File: config.mk
export PLATFORM = sky130hd
export DESIGN_NAME = divider_4bit
export DESIGN_NICKNAME = d
export VERILOG_FILES = /design/src/rtl/divider_4bit.sv
export SDC_FILE = /design/constraint.sdc
export NUM_CORES = 1
export LEC_CHECK = 0
export CAP_MARGIN = 10
export CORE_MARGIN = 1.5
export CORE_UTILIZATION = 40
export CTS_BUF_LIST = sky130_fd_sc_hd__clkbuf_2
export CTS_CLUSTER_DIAMETER = 100
export DETAILED_ROUTE_END_ITERATION = 16
export DONT_BUFFER_PORTS = 1
export SLEW_MARGIN = 10
export SYNTH_ARGS = -nofsm -noshare
export SYNTH_HDL_FRONTEND = slang
export SYNTH_SLANG_ARGS = --single-unit
File: constraint.sdc
create_clock -name clk -period 2.3 [get_ports clk]
set_input_delay 0.69 -clock clk [delete_from_list [all_inputs] [get_ports clk]]
set_output_delay 0.69 -clock clk [all_outputs]
set_load 0.03 [all_outputs]
File: src/rtl/divider_4bit.sv
// Sequential unsigned restoring divider: one quotient bit per clock behind a
// start/busy/done handshake. Division by zero yields all-ones quotient, remainder = A.
module divider_4bit #(
  parameter int WIDTH = 4
) (
  input  logic             clk,
  input  logic             rst,
  input  logic             start,
  input  logic [WIDTH-1:0] A,
  input  logic [WIDTH-1:0] B,
  output logic             busy,
  output logic             done,
  output logic             div_by_zero,
  output logic [WIDTH-1:0] Quotient,
  output logic [WIDTH-1:0] Remainder
);

  localparam int CW = (WIDTH > 1) ? $clog2(WIDTH) : 1;

  typedef enum logic {
    S_IDLE = 1'b0,
    S_RUN  = 1'b1
  } state_t;

  state_t           r_state;
  state_t           w_state_next;

  logic [WIDTH-1:0] r_dividend;   // shifts out dividend bits, shifts in quotient bits
  logic [WIDTH-1:0] r_divisor;
  logic [WIDTH-1:0] r_rem;
  logic [CW-1:0]    r_count;
  logic             r_zero;
  logic             r_done;
  logic             r_dbz;
  logic [WIDTH-1:0] r_quotient;
  logic [WIDTH-1:0] r_remainder;

  logic [WIDTH:0]   w_rem_shift;
  logic [WIDTH:0]   w_diff;
  logic             w_ge;
  logic             w_last;
  logic [WIDTH-1:0] w_rem_next;
  logic [WIDTH-1:0] w_quo_next;

  // The held remainder is always below the divisor (or a prefix of A when B = 0),
  // so it fits WIDTH bits; only the shifted working value needs WIDTH+1.
  assign w_rem_shift = {r_rem, r_dividend[WIDTH-1]};
  assign w_diff      = w_rem_shift - {1'b0, r_divisor};
  // Top bit of the difference is the borrow: clear means shifted >= divisor.
  assign w_ge        = ~w_diff[WIDTH];
  assign w_rem_next  = w_ge ? w_diff[WIDTH-1:0] : w_rem_shift[WIDTH-1:0];
  assign w_quo_next  = {r_dividend[WIDTH-2:0], w_ge};
  assign w_last      = (r_count == CW'(WIDTH - 1));

  // State register.
  always_ff @(posedge clk) begin
    // NOTE: sequential state uses non-blocking assignments so every register
    // samples pre-edge values regardless of statement order.
    if (rst) r_state <= S_IDLE;
    else     r_state <= w_state_next;
  end

  // Next-state logic.
  always_comb begin
    // NOTE: default assignment first so no path leaves the signal unassigned
    // and no latch is inferred.
    w_state_next = r_state;
    unique case (r_state)
      S_IDLE:  if (start)  w_state_next = S_RUN;
      S_RUN:   if (w_last) w_state_next = S_IDLE;
      default: w_state_next = S_IDLE;
    endcase
  end

  // Output logic: busy decodes directly from the registered state.
  always_comb begin
    busy = (r_state == S_RUN);
  end

  // Datapath and result registers.
  always_ff @(posedge clk) begin
    if (rst) begin
      r_dividend  <= '0;
      r_divisor   <= '0;
      r_rem       <= '0;
      r_count     <= '0;
      r_zero      <= 1'b0;
      r_done      <= 1'b0;
      r_dbz       <= 1'b0;
      r_quotient  <= '0;
      r_remainder <= '0;
    end else begin
      r_done <= 1'b0;
      unique case (r_state)
        S_IDLE: begin
          if (start) begin
            r_dividend <= A;
            r_divisor  <= B;
            r_rem      <= '0;
            r_count    <= '0;
            r_zero     <= (B == '0);
          end
        end
        S_RUN: begin
          r_rem      <= w_rem_next;
          r_dividend <= w_quo_next;
          r_count    <= r_count + CW'(1);
          if (w_last) begin
            r_quotient  <= w_quo_next;
            r_remainder <= w_rem_next;
            r_dbz       <= r_zero;
            r_done      <= 1'b1;
          end
        end
        default: ;
      endcase
    end
  end

  assign done        = r_done;
  assign div_by_zero = r_dbz;
  assign Quotient    = r_quotient;
  assign Remainder   = r_remainder;

endmodule

==> results.ini, run 1 <==
[outcome]
outcome=finished, final reports clean

[power]
vdd_ir_drop_max_uv=335
power_density_nw_per_um2=748
power_leakage_nw=0.497
finalPower_uw=999

[die]
dieHeight_um=59.1
core_um2=3030
ios=22
die_w_um=59.1
dieArea_um2=3490
start_util_pct=41.5
row_count=20

[layout]
multi_input_area_um2=686
drive_gt1_share_pct=6.99
fill_cells=297
stdcell_count=187
num_antenna_cells=0
nets=161
seqCellArea_um2=520
syn2layout_area_growth_pct=6.27

[synth]
ys_ff_latch=26
async_flop_share_pct=0
yosys.area.top_type=dfxtp_1
synth.avg_cell_area_um2=8.67
netlist_area_um2=1260
yosysUniqueCellTypes=35
syn_inst=145
synthAdderAreaFrac_pct=6.57
synth_compound_area_share_pct=21.3
synth-xor-area-share_pct=0.697
ys.flop_type=dfxtp_1
synthesis.nets=162
seq_area_frac_synth_pct=41.4
synth_top_cell_area_share_pct=41.4
synth_top_family_by_area=compound AO/OA/AOI/OAI gates
synth-edff-count=0
yosys_warnings=0
yosys-top-cells-area=dfxtp_1 41%, nor2_1 6.6%, a21oi_1 5.6%
synth_mux_area_share_pct=4.78
synth_simple_gate_area_share_pct=21.2

[drt]
dr.pass1.iters=4
drtIter0Drc=52
ant_nets=0
wire_per_inst_um=12.7
via_count=941
route.detailed.drc=0
vias_per_cell=5.03
finalWirelength_um=2370

[min_path]
hp-start=rst
holdPathStages=1
min_path_type=in2reg

[timing]
hold_violations=0
fin_setup_tns_ns=0
rsz0062_at_grt=false
period_share_pct=94.3
tightestPinTransition_ns=0.621
setup_viol=0
final.min_clock_period_ns=2.17
hold_slack_ns=0.357
fmaxAchievable_ghz=0.461
clock_skew_ns=0.0106
slew_violations=0
worst_slack_ns=0.131
slew_headroom_pct=58.5

[setup_path]
worst-path-max-fanout=5
rr_startpoint=r_dividend[3]
endpoint=Remainder[3]
reg2reg_to=Remainder[3]
startpoint=r_dividend[3]
ff2ff_path_depth=8
worstPathRequired_ns=2.59
start_kind=register
path_class=reg2reg
r2r_setup_slack_ns=0.13
worstPathArrival_ns=2.46
end_kind=register

[grt]
antenna_found_initial=0
grt_max_degree=25
gr-total-overflow=0
grt_pass1_vias=888
grt_pass1_wl_um=3950
grtUsageTotal_pct=15.1

[placement]
hpwl_um=1860
port-buffer-count=0
dp_cells=183
pre_cts_ws_ns=0.146
gp_congestion=0.875

[clocking]
clk_path_buf_depth=2
post_cts.repair.setup_buffers=0
clock_latency_ns=0.35
cts_htree_levels=1
root_buffer=clkbuf_2
ctsHoldBuffers=0
clk_pin_slew_ns=0.25
post_cts_resized=0
cts_tree=yes
cts_buffers=3
cts.sinks=26

[flow_run]
maxCapViolCount=0

==> worst max-delay path: stages (launching register included) <==
cell and delay, ns:
dfxtp_1 0.38, inv_1 0.06, ha_1 0.15, inv_1 0.06, fa_1 0.42, nand3_1 0.18
a21boi_2 0.10, or4b_4 0.55, a311oi_2 0.23
==> registers in the layout (all words and copies together), names as in the netlist <==
register / count
Quotient: 4
Remainder: 4
r_dividend: 4
r_divisor: 4
r_rem: 4
r_count: 2
busy: 1
div_by_zero: 1
done: 1
r_zero: 1
==> cells in the final DEF, fill, tap and decap left out, types with 3 or more instances in the layout <==
cell type	synthesis	layout
inv_1	6	6
nor2b_1	3	3
nand3_1	5	5
o211ai_1	4	4
dfxtp_1	26	26
ha_1	5	5
nand2_1	15	15
nor2_1	22	22
mux2i_1	6	6
clkbuf_2	0	3
a21oi_1	14	14
nand2b_1	3	3
==> layout make-up <==
cell class                 instances  share of cell area, %
inverter                           6                   1.69
clock buffer                       3                   1.12
multi-input combinational        106                   51.3
sequential                        26                   39.0
clock inverter                     1                   2.25
tap                               44                   4.12
timing repair buffer               1                  0.562
==> per-layer routing <==
layer,part of all wire (%),global-route usage (%)
met1,51,20.6
met2,44,22.7
met3,4.0,4.80
met4,0.88,4.55
met5,0,0
==> cell families after synthesis <==
logic type                 after synthesis
AOI/OAI and AO/OA                       36
xor gates and xnor gates                 1
adders and majority gates                6
buffers and inverters                   13
DFF                                     26
muxes                                    6
and+or+nand+nor                         57
==> cells in the mapped netlist (all sizes together) (2+ instances only) <==
cell type,n
a21oi,15
buf,2
a311oi,2
nand2b,3
o21ai,2
a211oi,3
a32o,2
nor3,2
nor2b,3
nor2,22
nand2,15
clkbuf,5
ha,5
inv,6
a22o,2
mux2i,6
o211ai,4
nand3,5
a21o,2
nand3b,2
dfxtp,26
==> where the power goes <==
part           total [mW]  internal [mW]  switching, mW
Combinational       0.216         0.0943          0.121
Clock               0.286          0.150          0.136
Sequential          0.498          0.473         0.0254
Total               0.999          0.717          0.283
==> how the worst min path moves through the flow <==
stage,slack (ns),endpoint
detailed placement,0.47,Quotient[1]
finish,0.36,div_by_zero
global placement,0.46,Quotient[2]
global route,0.29,Remainder[3]
floorplan,0.43,div_by_zero
CTS,0.33,Remainder[3]
==> metrics by stage <==
stage	cell area [um^2]	utilization, %
finish	1340	44.1
global route	1340	44.1
CTS	1340	44.1
detailed placement	1290	42.6
global placement	1290	42.6
floorplan	1260	-
Power figures use the tool's default switching activity.
==> run 2: changes to the inputs <==
- SLEW_MARGIN: 10 -> default
==> results of run 2 <==
Final layout, timing and power as in run 1 (identical DEF).
